===== src/rtl/dense_pkg.sv =====
// Shared types and helpers for the time-multiplexed dense layer.
package dense_pkg;

    typedef enum logic [1:0] {
        StIdle,
        StMac,
        StOut
    } state_e;

    // Counter/address width that never collapses to zero bits.
    function automatic int unsigned cnt_w(input int unsigned n);
        return (n > 1) ? $clog2(n) : 1;
    endfunction

    // Accumulator width: full product plus headroom for N_IN terms.
    function automatic int unsigned acc_w(input int unsigned x_w, input int unsigned w_w,
                                          input int unsigned n_in);
        return x_w + w_w + 1 + $clog2(n_in);
    endfunction

    // ReLU with clamp to the unsigned range of an out_w-bit lane.
    function automatic logic signed [63:0] sat_relu(input logic signed [63:0] v,
                                                    input int unsigned out_w);
        logic signed [63:0] hi;
        hi = (64'sd1 <<< out_w) - 64'sd1;
        if (v < 0) return '0;
        if (v > hi) return hi;
        return v;
    endfunction

    // Clamp to the two's complement range of an out_w-bit lane.
    function automatic logic signed [63:0] sat_lin(input logic signed [63:0] v,
                                                   input int unsigned out_w);
        logic signed [63:0] hi;
        logic signed [63:0] lo;
        hi = (64'sd1 <<< (out_w - 1)) - 64'sd1;
        lo = -(64'sd1 <<< (out_w - 1));
        if (v > hi) return hi;
        if (v < lo) return lo;
        return v;
    endfunction

endpackage


===== src/rtl/mac_unit.sv =====
// Signed multiply-accumulate: unsigned activation times signed weight.
// sum_o is the running total including the current product, so the caller
// can capture a finished dot product on the same cycle it clears.
module mac_unit #(
    parameter int unsigned X_W   = 4,
    parameter int unsigned W_W   = 4,
    parameter int unsigned ACC_W = 11
) (
    input  logic                    clk_i,
    input  logic                    rst_ni,
    input  logic                    en_i,
    input  logic                    clr_i,
    input  logic [X_W-1:0]          x_i,
    input  logic signed [W_W-1:0]   w_i,
    output logic signed [ACC_W-1:0] sum_o
);

    logic signed [X_W+W_W:0]   prod;
    logic signed [ACC_W-1:0]   acc_q;

    assign prod  = $signed({1'b0, x_i}) * w_i;
    assign sum_o = acc_q + ACC_W'(prod);

    // Accumulator register; clear has priority over accumulate.
    always_ff @(posedge clk_i or negedge rst_ni) begin
        if (!rst_ni) begin
            acc_q <= '0;
        end else if (clr_i) begin
            acc_q <= '0;
        end else if (en_i) begin
            acc_q <= sum_o;
        end
    end

endmodule


===== src/rtl/dense_layer_seq.sv =====
// Time-multiplexed fully-connected layer: one MAC walks N_OUT neurons over
// N_IN inputs, with a loadable weight file and saturating activation.
module dense_layer_seq
    import dense_pkg::*;
#(
    parameter int unsigned N_IN   = 4,
    parameter int unsigned N_OUT  = 8,
    parameter int unsigned X_W    = 4,
    parameter int unsigned W_W    = 4,
    parameter int unsigned OUT_W  = 10,
    parameter int          W_INIT = 1
) (
    input  logic                         clk_i,
    input  logic                         rst_i,
    input  logic                         en_i,
    input  logic                         w_load_i,
    input  logic [cnt_w(N_IN*N_OUT)-1:0] w_addr_i,
    input  logic [W_W-1:0]               w_data_i,
    output logic                         w_err_o,
    input  logic                         mode_i,
    input  logic                         x_valid_i,
    output logic                         x_ready_o,
    input  logic [N_IN*X_W-1:0]          x_i,
    output logic                         y_valid_o,
    input  logic                         y_ready_i,
    output logic [N_OUT*OUT_W-1:0]       y_o,
    output logic                         busy_o
);

    localparam int unsigned NW    = N_IN * N_OUT;
    localparam int unsigned AW    = cnt_w(NW);
    localparam int unsigned IW    = cnt_w(N_IN);
    localparam int unsigned NNW   = cnt_w(N_OUT);
    localparam int unsigned ACC_W = acc_w(X_W, W_W, N_IN);

    state_e                  state_q, state_d;
    logic [IW-1:0]           i_q, i_d;
    logic [NNW-1:0]          n_q, n_d;
    logic [N_IN*X_W-1:0]     x_q, x_d;
    logic                    mode_q, mode_d;
    logic [N_OUT*OUT_W-1:0]  y_q, y_d;
    logic                    w_err_q;

    logic signed [W_W-1:0]   w_q [NW];
    logic                    w_in_range, w_we, w_reject;

    logic [AW-1:0]           w_idx;
    logic [X_W-1:0]          x_cur;
    logic signed [W_W-1:0]   w_cur;
    logic                    mac_en, mac_clr;
    logic signed [ACC_W-1:0] mac_sum;
    logic signed [63:0]      sum_ext, act;

    assign w_in_range = 32'(w_addr_i) < NW;
    assign w_we       = en_i && w_load_i && (state_q == StIdle) && w_in_range;
    assign w_reject   = en_i && w_load_i && ((state_q != StIdle) || !w_in_range);

    // Weight file: writes only land while idle, so the MAC never sees a torn update.
    always_ff @(posedge clk_i or negedge rst_i) begin
        if (!rst_i) begin
            for (int k = 0; k < int'(NW); k++) begin
                w_q[k] <= W_W'(W_INIT);
            end
        end else if (w_we) begin
            w_q[w_addr_i] <= w_data_i;
        end
    end

    // Sticky rejected-write flag.
    always_ff @(posedge clk_i or negedge rst_i) begin
        if (!rst_i) begin
            w_err_q <= 1'b0;
        end else if (w_reject) begin
            w_err_q <= 1'b1;
        end
    end

    assign w_idx = AW'(32'(n_q) * N_IN + 32'(i_q));
    assign x_cur = x_q[i_q*X_W +: X_W];
    assign w_cur = w_q[w_idx];

    mac_unit #(
        .X_W   (X_W),
        .W_W   (W_W),
        .ACC_W (ACC_W)
    ) u_mac (
        .clk_i  (clk_i),
        .rst_ni (rst_i),
        .en_i   (mac_en),
        .clr_i  (mac_clr),
        .x_i    (x_cur),
        .w_i    (w_cur),
        .sum_o  (mac_sum)
    );

    assign sum_ext = 64'(mac_sum);
    assign act     = mode_q ? sat_relu(sum_ext, OUT_W) : sat_lin(sum_ext, OUT_W);

    // Next-state: sequence neurons/inputs and write each finished lane.
    always_comb begin
        state_d = state_q;
        i_d     = i_q;
        n_d     = n_q;
        x_d     = x_q;
        mode_d  = mode_q;
        y_d     = y_q;
        mac_en  = 1'b0;
        mac_clr = 1'b0;
        if (en_i) begin
            unique case (state_q)
                StIdle: begin
                    if (x_valid_i) begin
                        x_d     = x_i;
                        mode_d  = mode_i;
                        mac_clr = 1'b1;
                        i_d     = '0;
                        n_d     = '0;
                        state_d = StMac;
                    end
                end
                StMac: begin
                    mac_en = 1'b1;
                    if (i_q == IW'(N_IN - 1)) begin
                        mac_clr                  = 1'b1;
                        i_d                      = '0;
                        y_d[n_q*OUT_W +: OUT_W]  = act[OUT_W-1:0];
                        if (n_q == NNW'(N_OUT - 1)) begin
                            state_d = StOut;
                        end else begin
                            n_d = n_q + 1'b1;
                        end
                    end else begin
                        i_d = i_q + 1'b1;
                    end
                end
                StOut: begin
                    if (y_ready_i) begin
                        state_d = StIdle;
                    end
                end
                default: state_d = StIdle;
            endcase
        end
    end

    // State and datapath registers.
    always_ff @(posedge clk_i or negedge rst_i) begin
        if (!rst_i) begin
            state_q <= StIdle;
            i_q     <= '0;
            n_q     <= '0;
            x_q     <= '0;
            mode_q  <= 1'b0;
            y_q     <= '0;
        end else begin
            state_q <= state_d;
            i_q     <= i_d;
            n_q     <= n_d;
            x_q     <= x_d;
            mode_q  <= mode_d;
            y_q     <= y_d;
        end
    end

    // Ready is gated by reset so nothing looks acceptable while held in reset.
    assign x_ready_o = rst_i && en_i && (state_q == StIdle);
    assign y_valid_o = (state_q == StOut);
    assign busy_o    = (state_q != StIdle);
    assign y_o       = y_q;
    assign w_err_o   = w_err_q;

endmodule


===== config.mk =====
export PLATFORM = sky130hd
export DESIGN_NAME = dense_layer_seq
export DESIGN_NICKNAME = d
export VERILOG_FILES = /design/src/rtl/dense_pkg.sv /design/src/rtl/mac_unit.sv /design/src/rtl/dense_layer_seq.sv
export SDC_FILE = /design/constraint.sdc
export NUM_CORES = 1
export LEC_CHECK = 0
export ABC_AREA = 0
export CAP_MARGIN = 25
export CORE_UTILIZATION = 53
export CTS_BUF_LIST = sky130_fd_sc_hd__clkbuf_16
export CTS_CLUSTER_DIAMETER = 40
export DETAILED_ROUTE_END_ITERATION = 7
export MAX_ROUTING_LAYER = met4
export PLACE_DENSITY = 0.77
export SLEW_MARGIN = 0
export SYNTH_ARGS = -nofsm -noshare
export SYNTH_HDL_FRONTEND = slang
export SYNTH_SLANG_ARGS = --single-unit

===== constraint.sdc =====
create_clock -name clk_i -period 6.49 [get_ports clk_i]
set_input_delay 0.9735 -clock clk_i [delete_from_list [all_inputs] [get_ports clk_i]]
set_output_delay 0.9735 -clock clk_i [all_outputs]
set_load 0.02 [all_outputs]

Word-level counts from Yosys, hierarchy flattened:

Cells that the tools add are included.

* register bits after elaboration: 244
* input port bits: 32
* output and inout port bits: 84
* logic and storage cells: 125

* $add $sub $neg: 5
* $mul: 2
* order comparisons: 7
* equal/unequal tests: 9
* shift operators: 3
* mux-type cells: 42
* bitwise logic cells: 2
* reduce and logical (&&, ||, !) cells: 15

Operator list (count)
* $bwmux W128: 1
* $mux W10: 9
* $bwmux W80: 1
* $shift A10 B34 Y80 const A: 1
* $shiftx A10 B34 Y80: 1
* $neg A7 Y34: 1
* $mux W11: 2
* $bmux W4 S5: 1
* $demux W4 S5: 1
* $shiftx A16 B5 Y4: 1
* $ge A6 B6 Y1 const B: 2
* $mux W2: 6
* $mux W4: 3
* $not A5 Y6: 2
* $add A11 B9 Y11: 1
* $gt A11 B10 Y1 const B: 1
* $gt A11 B11 Y1 const B: 1
* $lt A11 B1 Y1 const B: 1
* $lt A11 B10 Y1 const B: 1
* $mux W1: 11
* $reduce_and A5 Y1: 2
* $mul A5 B4 Y9: 1
* $mux W3: 3
* $reduce_and A3 Y1: 3
* 17 further kinds: 28

Logic depth before layout (Yosys ltp):

* depth after elaboration: 15
* gate-level depth with buffers: 27
* gate-level depth less buffers: 23

By module:

From an unflattened synthesis, not the netlist that was laid out.

* cell total of the unflattened synthesis: 1080
* area, all modules: 13415.4 um^2

By module, submodules not included
* dense_layer_seq: times used 1, cells each 936, area an instance 12026.5 um^2, seq. area each 5870.6 um^2
* mac_unit: times used 1, cells each 144, area an instance 1388.8 um^2, seq. area each 275.3 um^2

Least setup slack after synthesis:

OpenSTA, ideal clock, no wires.

* path kind: register to register
* start: register i_q[0]
* end: register y_q[12], in the netlist y_o[12]
* library setup time: 0.125 ns
* arrival: 6.874 ns
* data required time: 6.365 ns
* path slack: -0.509 ns
* cell stages (with the launch flop): 24
* path buffers: 3
* clock period less this slack: 6.999 ns
* path through: dfrtp_1 buf_2 buf_1 buf_2 mux4_2 mux4_2 mux2i_1 nor2b_1 fa_1 fa_1 inv_1 fa_1 inv_1 ha_1 nor2b_1 o31a_1 o21a_1 or3_1 a21oi_1 a31oi_1 a22o_1 a221o_1 mux2_2 mux2_2

* cells in the longest elaborated chain, start to end: 15
* elaborated cells between the ends (all ways): 29
* classes of those cells: add/sub: 2; mul: 1; order compare: 4; eq/ne: 1; shift: 2; mux: 17; bitwise: 1; reduce/logical: 1

Ends and longest elaborated chain
* start: declaration: line dense_layer_seq.sv:37 `logic [IW-1:0] i_q, i_d;`
* start signal: assignment: line dense_layer_seq.sv:157 `i_q <= i_d;`
* $add A5 B2 Y5: line dense_layer_seq.sv:78 `assign w_idx = AW'(32'(n_q) * N_IN + 32'(i_q));`
* $not A5 Y6 (not written as such): line dense_layer_seq.sv:80 `assign w_cur = w_q[w_idx];`
* $bmux W4 S5: line dense_layer_seq.sv:80
* $mux W4 (not written as such) (2 in series): line dense_layer_seq.sv:80
* $mul A5 B4 Y9: line mac_unit.sv:21 `assign prod = $signed({1'b0, x_i}) * w_i;`
* $add A11 B9 Y11: line mac_unit.sv:22 `assign sum_o = acc_q + ACC_W'(prod);`
* $lt A11 B10 Y1 / $gt A11 B11 Y1 (equally long branches): line dense_pkg.sv:39, dense_pkg.sv:27
* $mux W1, on equally long branches (2 in series): line dense_pkg.sv:39, dense_pkg.sv:27
* $mux W10, on equally long branches: line dense_pkg.sv:40, dense_pkg.sv:28
* $mux W10, on equally long branches: line dense_pkg.sv:39, dense_pkg.sv:27
* $mux W10: line dense_layer_seq.sv:97 `assign act = mode_q ? sat_relu(sum_ext, OUT_W) : sat_lin(sum_ext, OUT_W);`
* $shiftx A10 B34 Y80: line dense_layer_seq.sv:126 `y_d[n_q*OUT_W +: OUT_W] = act[OUT_W-1:0];`
* $bwmux W80: line dense_layer_seq.sv:126
* end signal: assignment: line dense_layer_seq.sv:161 `y_q <= y_d;`
* end: declaration: line dense_layer_seq.sv:41 `logic [N_OUT*OUT_W-1:0] y_q, y_d;`

Parallel ways exist; a longest one is shown, timed or not. The select of a mux whose other input is x is not followed.
A chain may end at the register's enable or synchronous reset.

Final worst setup path:

* start: register i_q[0]
* end: register y_q[44], in the netlist y_o[44]

The elaborated chain is that of the path after synthesis.

==> impl_metrics.yaml <==
clock_tree:
  cts_tree: "built"
  clkLatencyLatePin_ns: 0.53
  clockBufferDepth: 3
  cts.sink_count: 244
  cts_made_buffers: 36
  root_buffer: "clkbuf_16"
  hold_buffers: 0
  htree_num_levels: 2
  clk_pin_slew_worst_paths_ns: 0.06
logic_synthesis:
  postSynth.asyncResetShare: 1.00
  synth_area_per_cell_um2: 11.6
  synthesis.area_um2: 13300
  syn_nets: 1226
  synthFlopType: "dfrtp_1"
  ys_top_cells_by_area: "dfrtp_1 (40%), mux2_2 (16%), dfstp_2 (6.3%)"
  synth_cell_type_count: 79
  synth_warnings: 0
  yosys.area.top_type_share: 0.399
  synth_cells: 1147
  synth-seq-cells: 244
  synth_edf_count: 0
  yosysSeqAreaShare: 0.462
  yosysTopAreaCell: "dfrtp_1"
flow_run:
  max_cap_viol_count: 0
timing:
  setup_ws_ns: 0.0430
  setup_viol: 0
  hold_viol: 0
  post-route-min-period_ns: 6.45
  finalMaxSlewViolations: 0
  fin_skew_ns: 0.0269
  worst_pin_slew_ns: 0.943
  rsz0062_at_grt: "yes"
  post-route-period-util: 0.993
  setup_tns_ns: 0
  max_freq_mhz: 155
  slew_headroom: 0.367
layout:
  fin_cells: 1677
  antenna_cells: 0
  drive_above_1_share: 0.344
  final_cell_area_um2: 17000
  multi_input_comb_area_um2: 7150
  seq_area_um2: 6150
  fillCellCount: 1680
  area_growth_pct: 28.0
  fin_nets: 1404
grt:
  grt_pass1_wl_mm: 58.3
  grt_max_degree: 104
  grt_overflow_total: 0
  grt_pass1_vias: 10408
  grt_usage: 0.298
  antenna_found_initial: 0
detailed_routing:
  ant_nets: 0
  wirelength_mm: 37.0
  viasPerCell: 6.17
  vias: 10339
  drtIter0Drc: 919
  avgRoutedWirePerCell_um: 22.0
  remaining_drc_errors: 0
  firstDrtPassIters: 7
worst_hold_path:
  hp-class: "in2async"
place:
  io_buffers: 115
  dp_slack_ns: -0.121
  gp_congestion: 0.996
  dpl_cell_area_um2: 15100
  placedCellCount: 1588
  place_hpwl_mm: 25.1
die:
  core_um2: 24500
  die_area_um2: 25700
  die_w_um: 160
  die_h_um: 160
  io_pins: 116
  rows: 57
  initial_utilization: 0.544
setup_path:
  crit-reg2reg-launch: "i_q[0]$_DFFE_PN0P_"
  start_kind: "flop"
  required_ns: 6.90
  critPathTopFamily: "adder cells"
  cp_slowest_cell: "fa_1"
  critical-path-max-stage-delay_ns: 0.56
  cp.arrival_ns: 6.86
  path_class: "reg2reg"
  rr_worst_depth: 21
  critPathMaxFanout: 7
  critPathCaptureType: "flop"
  critPathBufInv: 3
  rrSetupSlack_ns: 0.04
  reg2reg_to: "y_o[44]$_DFFE_PN0P_"
  path_cells: "buf_12 -> buf_16 -> mux4_2 -> mux4_2 -> mux2i_4 -> nand2b_4 -> fa_1 -> fa_1 -> fa_2 -> fa_2 -> nor2b_4 -> o31a_1 -> o221ai_4 -> xor2_4 -> o21ai_4 -> buf_12 -> nand2_4 -> maj3_2 -> a221o_1 -> mux2_4 -> mux2_2"
run_status:
  status: "complete, no violations"
Yosys cell counts, types with 4 or more instances:
master,instances
a211oi_1,6
nand2_1,88
a21o_1,7
a2bb2oi_1,6
inv_1,35
a22o_1,21
nand3_1,23
fa_1,11
ha_1,36
mux4_2,35
and3_1,6
dfstp_2,32
a22oi_1,13
a21oi_1,43
buf_1,10
o22ai_1,5
or3_1,4
o211ai_1,6
o21a_1,6
mux2_2,191
nand4b_1,4
nor2_1,106
nand2b_1,4
mux2i_1,23
nor3b_1,4
o31ai_1,5
o22a_1,5
clkbuf_1,35
nor3_1,25
nor2b_1,19
buf_2,4
and2_1,11
xnor2_1,7
xor2_1,6
o21ai_0,23
a31oi_1,11
dfrtp_1,212
layout by cell type (no fill, tap or decap), drive strengths merged, types with 23 or more instances in the layout:
master / instances
a21oi: 43
clkdlybuf4s50: 114
nand2: 89
ha: 36
nor3: 26
mux2i: 23
inv: 51
o21ai: 26
clkbuf: 38
mux4: 35
mux2: 192
dfstp: 32
dfrtp: 212
buf: 76
nand3: 24
nor2: 107
worst max path at each step:
| stage | startpoint | end | slack [ns] | cells past startpoint |
|---|---|---|---|---|
| after detailed placement | i_q[0]$_DFFE_PN0P_ | y_o[43]$_DFFE_PN0P_ | -0.12 | 22 |
| final | i_q[0]$_DFFE_PN0P_ | y_o[44]$_DFFE_PN0P_ | 0.04 | 21 |
| after CTS | i_q[0]$_DFFE_PN0P_ | y_o[44]$_DFFE_PN0P_ | 0.002 | 23 |
| after global routing | i_q[0]$_DFFE_PN0P_ | y_o[13]$_DFFE_PN0P_ | -0.08 | 26 |
| after global placement | i_q[0]$_DFFE_PN0P_ | y_o[27]$_DFFE_PN0P_ | 0.06 | 21 |
| after floorplan | i_q[0]$_DFFE_PN0P_ | y_o[12]$_DFFE_PN0P_ | 0.007 | 23 |
metrics by stage:
step                 util  hold WS, ns
CTS                 0.679        0.487
finish              0.696        0.453
floorplan               -        0.473
global route        0.696        0.510
global placement    0.617        0.462
detailed placement  0.619        0.471
cells by family after synthesis:
family	after synthesis	synth area share
adders and majority gates	50	0.0528
DFF	244	0.462
xor gates and xnor gates	13	0.00856
buffers and inverters	89	0.0272
muxes	250	0.239
and+or+nand+nor	313	0.110
AOI/OAI and AO/OA	188	0.100
what timing repair did:
item	4_1_cts	5_1_grt
buffers inserted	5	12
gates resized for setup	25	55
endpoints found under the setup margin	45	76
cloned	2	0
pin swaps	6	30
routing by layer:
metal	vias to the layer above	routed length [µm]	GRT usage
li1	4571	-	-
met1	5196	15100	0.392
met2	481	18400	0.475
met3	91	2500	0.0421
met4	0	1010	0.101
met5	-	0	-
cell type report:
type	count	share of cell area
timing repair buffer	192	0.113
clock buffer	37	0.0544
tap	324	0.0238
sequential	244	0.361
clock inverter	29	0.0190
inverter	37	0.00816
multi-input combinational	814	0.420
flip-flops by register name (all words and copies together) (netlist names):
register     cells
u_mac.acc_q     11
state_q          2
w_q            128
x_q             16
y_o             80
w_err_o          1
i_q              2
n_q              3
mode_q           1
Power is left out: the tool's default activity adds up to more than one toggle a clock period on the data nets, which glitch-free logic cannot reach.
